`src/rtl/sp_bsram_port_ctrl_if.sv`:
```
// Request/response stream bundle between an initiator and the SP block-SRAM port controller.
// The master drives requests and response backpressure; the slave (controller) returns ready and data.
interface sp_bsram_port_ctrl_if #(
  parameter int ADDR_W = 9
);
  logic              req_valid;
  logic              req_ready;
  logic              req_we;
  logic [ADDR_W-1:0] req_addr;
  logic [31:0]       req_wdata;
  logic [3:0]        req_be;
  logic              rsp_valid;
  logic              rsp_ready;
  logic [31:0]       rsp_rdata;

  modport master (
    output req_valid, req_we, req_addr, req_wdata, req_be, rsp_ready,
    input  req_ready, rsp_valid, rsp_rdata
  );

  modport slave (
    input  req_valid, req_we, req_addr, req_wdata, req_be, rsp_ready,
    output req_ready, rsp_valid, rsp_rdata
  );
endinterface

```
`src/rtl/sp_bsram_port_ctrl.sv`:
```
// Initiator-side controller for a 32-bit SP single-port block SRAM: zero-cycle issue of CE/WRE/AD/DI,
// read-latency tracking for bypass/pipeline modes, and a credit-gated fall-through response FIFO.

module sp_bsram_port_ctrl_chk #(
  parameter int RSP_DEPTH = 2,
  parameter int CW        = 2
) (
  input logic          clk,
  input logic          rst_n,
  input logic          push,
  input logic          pop,
  input logic [CW-1:0] count,
  input logic          rsp_valid,
  input logic          rsp_ready,
  input logic [31:0]   rsp_rdata
);
  a_no_overflow: assert property (@(posedge clk) disable iff (!rst_n)
    (push && !pop) |-> (32'(count) < RSP_DEPTH))
    else $error("response fifo overflow");

  a_rsp_hold: assert property (@(posedge clk) disable iff (!rst_n)
    (rsp_valid && !rsp_ready) |=> (rsp_valid && $stable(rsp_rdata)))
    else $error("response changed while stalled");
endmodule

module sp_bsram_port_ctrl #(
  parameter logic READ_MODE = 1'b0,
  parameter int   ADDR_W    = 9,
  parameter int   RSP_DEPTH = 2
) (
  input  logic                CLK,
  input  logic                RESETN,
  sp_bsram_port_ctrl_if.slave bus,
  output logic                sp_ce,
  output logic                sp_wre,
  output logic                sp_oce,
  output logic                sp_reset,
  output logic [13:0]         sp_ad,
  output logic [31:0]         sp_di,
  input  logic [31:0]         sp_do
);
  localparam int              CW       = $clog2(RSP_DEPTH + 1);
  localparam int              PW       = (RSP_DEPTH > 1) ? $clog2(RSP_DEPTH) : 1;
  localparam logic [CW:0]     DEPTH_C  = (CW+1)'(RSP_DEPTH);
  localparam logic [PW-1:0]   LAST_PTR = PW'(RSP_DEPTH - 1);

  logic [1:0]    r_rd_pipe;
  logic [CW-1:0] r_count;
  logic [PW-1:0] r_wr_ptr;
  logic [PW-1:0] r_rd_ptr;
  logic [31:0]   r_mem [RSP_DEPTH];
  logic          r_sp_reset;

  logic          w_req_ready;
  logic          w_issue;
  logic          w_rd_issue;
  logic          w_arrive;
  logic          w_empty;
  logic          w_push;
  logic          w_pop_head;
  logic          w_rsp_valid;
  logic [31:0]   w_rsp_rdata;
  logic [1:0]    w_inflight;
  logic [CW:0]   w_credit_used;
  logic [8:0]    w_addr9;
  logic [13:0]   w_ad;

  function automatic logic [PW-1:0] ptr_inc(input logic [PW-1:0] p);
    if (p == LAST_PTR) begin
      return PW'(0);
    end else begin
      return p + PW'(1);
    end
  endfunction

  assign w_addr9 = 9'(bus.req_addr);

  // Read data still owed by the SRAM, and the credit it plus the FIFO consumes.
  always_comb begin
    w_inflight = 2'b00;
    w_arrive   = 1'b0;
    if (READ_MODE) begin
      w_inflight = 2'(r_rd_pipe[0]) + 2'(r_rd_pipe[1]);
      w_arrive   = r_rd_pipe[1];
    end else begin
      w_inflight = 2'(r_rd_pipe[0]);
      w_arrive   = r_rd_pipe[0];
    end
    w_credit_used = (CW+1)'(r_count) + (CW+1)'(w_inflight);
  end

  // Writes never need credit; reads only when a response slot is guaranteed.
  always_comb begin
    w_req_ready = 1'b0;
    if (!RESETN) begin
      w_req_ready = 1'b0;
    end else if (bus.req_we) begin
      w_req_ready = 1'b1;
    end else begin
      w_req_ready = (w_credit_used < DEPTH_C);
    end
  end

  assign w_issue    = bus.req_valid & w_req_ready;
  assign w_rd_issue = w_issue & ~bus.req_we;

  // SP address word: word address on [13:5], byte enables on [3:0] for writes only.
  always_comb begin
    w_ad = 14'h0000;
    if (w_issue) begin
      w_ad[13:5] = w_addr9;
      w_ad[4]    = 1'b0;
      if (bus.req_we) begin
        w_ad[3:0] = bus.req_be;
      end else begin
        w_ad[3:0] = 4'b0000;
      end
    end else begin
      w_ad = 14'h0000;
    end
  end

  // Fall-through: an arriving word may leave directly when the FIFO is empty and the consumer is ready.
  assign w_empty    = (r_count == CW'(0));
  assign w_pop_head = ~w_empty & bus.rsp_ready;
  assign w_push     = w_arrive & ~(w_empty & bus.rsp_ready);
  assign w_rsp_valid = RESETN & (~w_empty | w_arrive);

  always_comb begin
    w_rsp_rdata = 32'h0000_0000;
    if (w_empty) begin
      w_rsp_rdata = sp_do;
    end else begin
      w_rsp_rdata = r_mem[r_rd_ptr];
    end
  end

  // Read latency shift register: bit 0 marks a read issued at the last edge.
  always_ff @(posedge CLK) begin
    if (!RESETN) begin
      r_rd_pipe <= 2'b00;
    end else begin
      r_rd_pipe <= {r_rd_pipe[0], w_rd_issue};
    end
  end

  // Response FIFO pointers and occupancy.
  always_ff @(posedge CLK) begin
    if (!RESETN) begin
      r_wr_ptr <= PW'(0);
      r_rd_ptr <= PW'(0);
      r_count  <= CW'(0);
    end else begin
      if (w_push) begin
        r_wr_ptr <= ptr_inc(r_wr_ptr);
      end
      if (w_pop_head) begin
        r_rd_ptr <= ptr_inc(r_rd_ptr);
      end
      case ({w_push, w_pop_head})
        2'b10:   r_count <= r_count + CW'(1);
        2'b01:   r_count <= r_count - CW'(1);
        default: r_count <= r_count;
      endcase
    end
  end

  // Response FIFO storage.
  always_ff @(posedge CLK) begin
    if (RESETN && w_push) begin
      r_mem[r_wr_ptr] <= sp_do;
    end
  end

  // SP reset follows RESETN one edge later.
  always_ff @(posedge CLK) begin
    if (!RESETN) begin
      r_sp_reset <= 1'b1;
    end else begin
      r_sp_reset <= 1'b0;
    end
  end

  assign bus.req_ready = w_req_ready;
  assign bus.rsp_valid = w_rsp_valid;
  assign bus.rsp_rdata = w_rsp_rdata;
  assign sp_ce         = w_issue;
  assign sp_wre        = w_issue & bus.req_we;
  assign sp_oce        = READ_MODE & r_rd_pipe[0];
  assign sp_reset      = r_sp_reset;
  assign sp_ad         = w_ad;
  assign sp_di         = bus.req_wdata;

  sp_bsram_port_ctrl_chk #(
    .RSP_DEPTH (RSP_DEPTH),
    .CW        (CW)
  ) u_chk (
    .clk       (CLK),
    .rst_n     (RESETN),
    .push      (w_push),
    .pop       (w_pop_head),
    .count     (r_count),
    .rsp_valid (w_rsp_valid),
    .rsp_ready (bus.rsp_ready),
    .rsp_rdata (w_rsp_rdata)
  );
endmodule
```
`src/flat_wrapper.sv`:
```
// flat-port wrapper written by rule: the top's interface ports become plain ports
module sp_bsram_port_ctrl_flat 
#(
  parameter logic READ_MODE = 1'b0,
  parameter int   ADDR_W    = 9,
  parameter int   RSP_DEPTH = 2
)
  (CLK, RESETN, sp_ce, sp_wre, sp_oce, sp_reset, sp_ad, sp_di, sp_do, bus_req_valid, bus_req_we, bus_req_addr, bus_req_wdata, bus_req_be, bus_rsp_ready, bus_req_ready, bus_rsp_valid, bus_rsp_rdata);
  sp_bsram_port_ctrl_if #(.ADDR_W(ADDR_W)) bus_i ();
  input  logic CLK;
  input  logic RESETN;
  output logic sp_ce;
  output logic sp_wre;
  output logic sp_oce;
  output logic sp_reset;
  output logic [13:0] sp_ad;
  output logic [31:0] sp_di;
  input  logic [31:0] sp_do;
  input wire logic [$bits(bus_i.req_valid)-1:0] bus_req_valid;
  input wire logic [$bits(bus_i.req_we)-1:0] bus_req_we;
  input wire logic [$bits(bus_i.req_addr)-1:0] bus_req_addr;
  input wire logic [$bits(bus_i.req_wdata)-1:0] bus_req_wdata;
  input wire logic [$bits(bus_i.req_be)-1:0] bus_req_be;
  input wire logic [$bits(bus_i.rsp_ready)-1:0] bus_rsp_ready;
  output wire logic [$bits(bus_i.req_ready)-1:0] bus_req_ready;
  output wire logic [$bits(bus_i.rsp_valid)-1:0] bus_rsp_valid;
  output wire logic [$bits(bus_i.rsp_rdata)-1:0] bus_rsp_rdata;
  assign bus_i.req_valid = bus_req_valid;
  assign bus_i.req_we = bus_req_we;
  assign bus_i.req_addr = bus_req_addr;
  assign bus_i.req_wdata = bus_req_wdata;
  assign bus_i.req_be = bus_req_be;
  assign bus_i.rsp_ready = bus_rsp_ready;
  assign bus_req_ready = bus_i.req_ready;
  assign bus_rsp_valid = bus_i.rsp_valid;
  assign bus_rsp_rdata = bus_i.rsp_rdata;
  sp_bsram_port_ctrl #(.READ_MODE(READ_MODE), .ADDR_W(ADDR_W), .RSP_DEPTH(RSP_DEPTH)) u_core (.CLK(CLK), .RESETN(RESETN), .bus(bus_i), .sp_ce(sp_ce), .sp_wre(sp_wre), .sp_oce(sp_oce), .sp_reset(sp_reset), .sp_ad(sp_ad), .sp_di(sp_di), .sp_do(sp_do));
endmodule
```
`config.mk`:
```
export PLATFORM = sky130hd
export DESIGN_NAME = sp_bsram_port_ctrl_flat
export DESIGN_NICKNAME = d
export VERILOG_FILES = /design/src/rtl/sp_bsram_port_ctrl_if.sv /design/src/rtl/sp_bsram_port_ctrl.sv /design/src/flat_wrapper.sv
export SDC_FILE = /design/constraint.sdc
export NUM_CORES = 1
export LEC_CHECK = 0
export CELL_PAD_IN_SITES_DETAIL_PLACEMENT = 0
export CELL_PAD_IN_SITES_GLOBAL_PLACEMENT = 1
export CORE_MARGIN = 1.5
export CORE_UTILIZATION = 32
export DETAILED_ROUTE_END_ITERATION = 8
export PLACE_DENSITY = 0.83
export REMOVE_ABC_BUFFERS = 1
export SLEW_MARGIN = 30
export SYNTH_ARGS = -nofsm -noshare
export SYNTH_HDL_FRONTEND = slang
export SYNTH_SLANG_ARGS = --single-unit
```
`constraint.sdc`:
```
create_clock -name CLK -period 5.55 [get_ports CLK]
set_clock_uncertainty 0.05 [all_clocks]
set_input_delay 0.555 -clock CLK [delete_from_list [all_inputs] [get_ports CLK]]
set_output_delay 0.555 -clock CLK [all_outputs]
set_load 0.005 [all_outputs]
```
==> flow_metrics.env, run 1 <==
export IMPL_startpoint_type="flop"
export IMPL_place_area_mm2=0.00411
export IMPL_hold_buffers=0
export IMPL_slew_viol_final=0
export IMPL_finalNetCount=407
export IMPL_hpwlAfterDp_um=5050
export IMPL_final_min_clock_period_ns=2.74
export IMPL_avgViaCountPerCell=4.43
export IMPL_vias=2047
export IMPL_post_place_ws_ns=2.70
export IMPL_peakVddDrop_v=0.0000921
export IMPL_area_growth_pct=33.3
export IMPL_drt_wl_total_um=7200
export IMPL_n_antenna_cell=0
export IMPL_grt_pass1_vias=2030
export IMPL_switching_share_pct=23.6
export IMPL_cts_sinks=71
export IMPL_setup_violations=0
export IMPL_drive_above_1_share_pct=5.78
export IMPL_core_area_mm2=0.00982
export IMPL_final_util_pct=44.0
export IMPL_rows=36
export IMPL_synth_compound_area_share_pct=6.14
export IMPL_antenna_found_initial=0
export IMPL_synth_area_mm2=0.00324
export IMPL_p_leak_nw=1.43
export IMPL_synth_top_family_by_area="buffers and inverters"
export IMPL_critical_path_class="reg2out"
export IMPL_final_cell_mix="99 x clkdlybuf4s50_1, 64 x edfxtp_1, 39 x nor2_1, 34 x a21oi_1, 33 x mux2i_1"
export IMPL_holdCritPathClass="reg2reg"
export IMPL_setup_slack_ns=2.81
export IMPL_combPwrFrac_pct=21.0
export IMPL_syn_inst=257
export IMPL_port_buffers=99
export IMPL_layout_commonest_cell="clkdlybuf4s50_1"
export IMPL_antenna_left=0
export IMPL_power_internal_uw=961
export IMPL_grt_usage_pct=13.3
export IMPL_cp_max_fo=66
export IMPL_p_seq_share_pct=48.4
export IMPL_synth_seq_cells=71
export IMPL_cts_buffers=9
export IMPL_htree_levels=3
export IMPL_clk_pin_slew_worst_paths_ns=0.07
export IMPL_finalHoldViolCount=0
export IMPL_grt_pass1_wl_um=10900
export IMPL_crit_path_end_kind="output port"
export IMPL_tightestPinTransition_ns=0.735
export IMPL_power_mw=1.26
export IMPL_wl_per_cell_um=15.6
export IMPL_drv_cap=0
export IMPL_route_detailed_drc=0
export IMPL_post_cts_setup_buffers=0
export IMPL_clock_latency_ns=0.33
export IMPL_cts_root_buffer="clkbuf_8"
export IMPL_num_fill_cells=959
export IMPL_p_sw_uw=297
export IMPL_place_gp_congestion=0.714
export IMPL_grt_max_degree=67
export IMPL_cts_tree="built"
export IMPL_cellPowerDensity_mw_per_mm2=291
export IMPL_arrival_ns=2.13
export IMPL_ys_warnings_count=0
export IMPL_die_h_um=104
export IMPL_status="complete, no violations"
export IMPL_p_clk_share_pct=30.6
export IMPL_drt_initial_drc_count=66
export IMPL_design_area_mm2=0.00432
export IMPL_whs_ns=0.416
export IMPL_layoutNonFillerInstCount=462
export IMPL_worstPathRequired_ns=4.95
export IMPL_drtPass1Iterations=4
export IMPL_start_util_pct=33.0
export IMPL_io_pins=166
export IMPL_clock_path_buffers=2
export IMPL_ys_seq_area_share_pct=63.6
export IMPL_rrSetupSlack_ns=2.93
export IMPL_synth_mux_area_share_pct=10.2
export IMPL_setup_tns_ns=0
export IMPL_avgSynthCellArea_um2=12.6
export IMPL_die_area_mm2=0.0107
export IMPL_dp_cells=445
export IMPL_synth_xor_area_share_pct=0.810
export IMPL_timing_final_crit_share_pct=49.3
export IMPL_cts_repair_resized=0
export IMPL_relSlewSlack_pct=50.8
export IMPL_max_freq_ghz=0.365
export IMPL_grt_overflow=0
export IMPL_ys_types=24
export IMPL_synth_adder_area_share_pct=0.386
export IMPL_grt_setup_unrepaired="no"
export IMPL_die_x_um=104
export IMPL_yosys_area_share_simple_pct=8.38
## per-layer routing
layer  part of all wire (%)  global-route usage [%]
met1                     41                    14.9
met2                     44                    18.9
met3                     15                    10.6
met4                   0.94                    4.46
met5                      0                    1.90
## area by class of cell
type,count,area (um2),share of cell area (%)
timing repair buffer,101,1030,23.7
clock inverter,3,43.8,1.01
multi-input combinational,137,866,20.0
inverter,4,15.0,0.347
clock buffer,13,139,3.21
sequential,71,2070,47.8
tap,133,166,3.85
## worst paths after layout
path / start / to / cells after the start
worst min register to register: u_core.r_wr_ptr$_SDFFE_PN0P_ / u_core.r_wr_ptr$_SDFFE_PN0P_ / 2
worst min-delay path: u_core.r_wr_ptr$_SDFFE_PN0P_ / u_core.r_wr_ptr$_SDFFE_PN0P_ / 2
worst max-delay path: u_core.r_count[0]$_SDFFE_PN0P_ / bus_rsp_rdata[31] / 4
worst max register to register: u_core.r_count[0]$_SDFFE_PN0P_ / u_core.r_mem[1][26]$_DFFE_PP_ / 4
## synth_stat cells
master    count  area, um2
buf_2        11       55.1
o211a_1       1       10.0
inv_1         3       11.3
and3_1        1       6.26
conb_1        1       3.75
o21ai_0       2       10.0
nor2_1       40        150
buf_6         1       11.3
xnor2_1       1       8.76
nor2b_1       1       6.26
ha_1          1       12.5
and2_1       13       81.3
o21ai_2       1       8.76
dfxtp_1       7        140
nor3_1        1       5.00
nand2_1       2       7.51
buf_4        34        255
clkinv_1      1       3.75
xor2_1        2       17.5
mux2i_1      33        330
or3_1         1       6.26
or2_4         1       8.76
edfxtp_1     64       1920
a21oi_1      34        170
## cells by family after synthesis
| group | count (synthesis) |
|---|---|
| DFF | 71 |
| and+or+nand+nor | 60 |
| buffers and inverters | 50 |
| AOI/OAI and AO/OA | 38 |
| muxes | 33 |
| xor gates and xnor gates | 3 |
| adders and majority gates | 1 |
| other | 1 |
## power by group through the flow
stage | logic, mW | registers (mW) | clock network, mW
final | 0.265 | 0.609 | 0.385
after global routing | 0.291 | 0.611 | 0.419
after CTS | 0.270 | 0.610 | 0.398
after detailed placement | 0.268 | 0.621 | 0
after global placement | 0.266 | 0.620 | 0
after floorplan | 0.106 | 0.617 | 0
## critical path, stage by stage, from the launching register on
cell and delay (ns):
dfxtp_1 0.42, or2_4 0.59, nor2_1 0.08, a21oi_1 0.17, clkdlybuf4s50_1 0.52
## registers in the layout, indices dropped and copies added, names as in the netlist, named ones only
signal            count
u_core.r_mem         64
u_core.r_count        2
u_core.r_rd_pipe      1
u_core.r_rd_ptr       1
u_core.r_wr_ptr       1
u_core.sp_reset       1
Note: power is estimated with default switching activity, not from simulation.
==> run 2, diff against run 1 <==
- CORE_UTILIZATION: 32 -> 27
- PLACE_DENSITY: 0.83 -> 0.74
- clock period: 5.55 -> 2.4 ns (I/O delays scaled with it)
==> run 2 against run 1 <==
The run now ends with design-rule violations left. Clock-buffer cell count shrank 4. Sequential power is 130% higher. Core utilization decreased by 5.0 points. Total power rose to 2.7 times the previous value. Sequential cell count did not move. Largest power group unchanged. Critical path depth increased by 1. Critical path type unchanged. Non-clock buffer count grew 5. Highest routed layer unchanged. Clock power increased to 3.6 times the previous value. Routed wire length increased by 2.6%. Global-route usage fell by 1.4 points.
==> flow_metrics.env, run 2 (same netlist as run 1, synthesis figures left out) <==
export IMPL_die_h_um=113
export IMPL_startpoint="u_core.r_count[0]$_SDFFE_PN0P_"
export IMPL_post_cts_setup_buffers=0
export IMPL_place_gp_congestion=0.724
export IMPL_arrival_ns=1.94
export IMPL_start_util_pct=28.0
export IMPL_drt_initial_drc_count=59
export IMPL_holdCritPathClass="reg2reg"
export IMPL_rows=39
export IMPL_status="finished, violations left"
export IMPL_clock_path_buffers=2
export IMPL_switching_share_pct=22.2
export IMPL_grt_max_degree=35
export IMPL_die_area_mm2=0.0127
export IMPL_wl_per_cell_um=15.5
export IMPL_path_delay_family="buffers and inverters"
export IMPL_critical_path_class="reg2out"
export IMPL_setup_slack_ns=0.170
export IMPL_finalNetCount=412
export IMPL_antenna_found_initial=0
export IMPL_num_fill_cells=1119
export IMPL_setup_tns_ns=0
export IMPL_vias=2066
export IMPL_drv_cap=0
export IMPL_p_sw_uw=761
export IMPL_antenna_left=0
export IMPL_clock_latency_ns=0.33
export IMPL_seqCellArea_mm2=0.00206
export IMPL_grt_setup_unrepaired="no"
export IMPL_rr_startpoint="u_core.r_count[0]$_SDFFE_PN0P_"
export IMPL_peakVddDrop_v=0.000242
export IMPL_drt_wl_total_um=7390
export IMPL_hpwlAfterDp_um=5170
export IMPL_cp_max_fo=31
export IMPL_multi_input_area_um2=860
export IMPL_p_leak_nw=1.52
export IMPL_clk_pin_slew_worst_paths_ns=0.06
export IMPL_largest_register_ffs=64
export IMPL_timing_final_crit_share_pct=92.9
export IMPL_max_freq_ghz=0.448
export IMPL_cts_repair_resized=0
export IMPL_grt_pass1_vias=2004
export IMPL_route_detailed_drc=6
export IMPL_p_seq_share_pct=40.3
export IMPL_grt_overflow=0
export IMPL_grt_usage_pct=11.9
export IMPL_final_cell_mix="99 x clkdlybuf4s50_1, 64 x edfxtp_1, 39 x nor2_1, 34 x a21oi_1, 33 x mux2i_1"
export IMPL_finalHoldViolCount=0
export IMPL_layoutNonFillerInstCount=477
export IMPL_violations="design-rule violations"
export IMPL_avgViaCountPerCell=4.33
export IMPL_combPwrFrac_pct=19.6
export IMPL_worstPathRequired_ns=2.11
export IMPL_worst_path_max_delay_cell="clkdlybuf4s50_1"
export IMPL_crit_path_end_kind="output port"
export IMPL_crit_chain="or2_4, buf_6, nor2_1, a21oi_1, clkdlybuf4s50_1"
export IMPL_area_growth_pct=39.2
export IMPL_layout_commonest_cell="clkdlybuf4s50_1"
export IMPL_grt_pass1_wl_um=11200
export IMPL_whs_ns=0.417
export IMPL_slowest_delay_ns=0.55
export IMPL_path_buf_inv=2
export IMPL_p_clk_share_pct=40.1
export IMPL_dp_cells=460
export IMPL_htree_levels=3
export IMPL_cts_root_buffer="clkbuf_16"
export IMPL_worstHoldStart="u_core.r_wr_ptr$_SDFFE_PN0P_"
export IMPL_top_register="u_core.r_mem"
export IMPL_setup_violations=0
export IMPL_drive_above_1_share_pct=8.08
export IMPL_hold_buffers=0
export IMPL_slew_viol_final=0
export IMPL_power_internal_mw=2.66
export IMPL_core_area_mm2=0.0116
export IMPL_n_antenna_cell=0
export IMPL_cts_sinks=71
export IMPL_die_x_um=113
export IMPL_startpoint_type="flop"
export IMPL_post_place_ws_ns=0.217
export IMPL_final_min_clock_period_ns=2.23
export IMPL_cellPowerDensity_mw_per_mm2=758
export IMPL_port_buffers=99
export IMPL_drtPass1Iterations=8
export IMPL_cts_buffers=9
export IMPL_cts_tree="built"
export IMPL_io_pins=166
export IMPL_reg_top3="u_core.r_mem: 64 flops, u_core.r_count: 2 flops"
-- run 2: changes by cell type in the layout (fill, tap and decap cells not counted), moves of 2 or more --
cell / before / now
clkbuf_1: 4 / 0
clkinv_2: 1 / 3
buf_6: 0 / 2
buf_4: 1 / 3
clkbuf_8: 9 / 0
clkbuf_16: 0 / 9
-- run 2: metal layers --
layer | track usage (%) | part of all wire, % | vias to the layer above
met2 | 15.1 | 41 | 108
met1 | 15.0 | 45 | 931
li1 | - | - | 1019
met4 | 4.56 | 1.4 | 0
met5 | 1.57 | 0 | -
met3 | 8.75 | 13 | 8
-- run 2: stage by stage --
stage / util (%) / instance area, um2 / power [mW]
2_1_floorplan: - / 2920 / 1.67
3_3_place_gp: 36.0 / 4170 / 2.07
3_5_place_dp: 36.0 / 4170 / 2.08
4_1_cts: 38.7 / 4480 / 3.47
5_1_grt: 39.0 / 4510 / 3.59
6_report: 39.0 / 4510 / 3.42
-- run 2: worst paths after layout --
path / endpoint / slack (ns) / depth (start not counted)
worst max-delay path: bus_rsp_rdata[23] / 0.17 / 5
worst min-delay path: u_core.r_wr_ptr$_SDFFE_PN0P_ / 0.42 / 2
worst max register to register: u_core.r_count[1]$_SDFFE_PN0P_ / 0.56 / 5
worst min register to register: u_core.r_wr_ptr$_SDFFE_PN0P_ / 0.42 / 2
-- run 2: final cells by class --
type | count | area share (%)
multi-input cells | 137 | 19.0
clock buffers | 9 | 4.99
repair buffers | 106 | 24.0
clock inverters | 7 | 1.94
flip-flops and latches | 71 | 45.7
well taps | 143 | 3.96
inverters | 4 | 0.333
-- run 2: power groups by stage --
stage | clock (mW) | combinational, mW | sequential, mW
floorplan | 0 | 0.245 | 1.43
global placement | 0 | 0.666 | 1.40
detailed placement | 0 | 0.672 | 1.40
CTS | 1.41 | 0.677 | 1.38
global route | 1.47 | 0.735 | 1.38
finish | 1.37 | 0.671 | 1.38
-- run 2: worst reg2reg max path, stage by stage (launching register included) --
cell	delay (ns)
dfxtp_1	0.36
or2_4	0.27
o21ai_2	0.28
ha_1	0.33
or3_1	0.35
a21oi_1	0.14
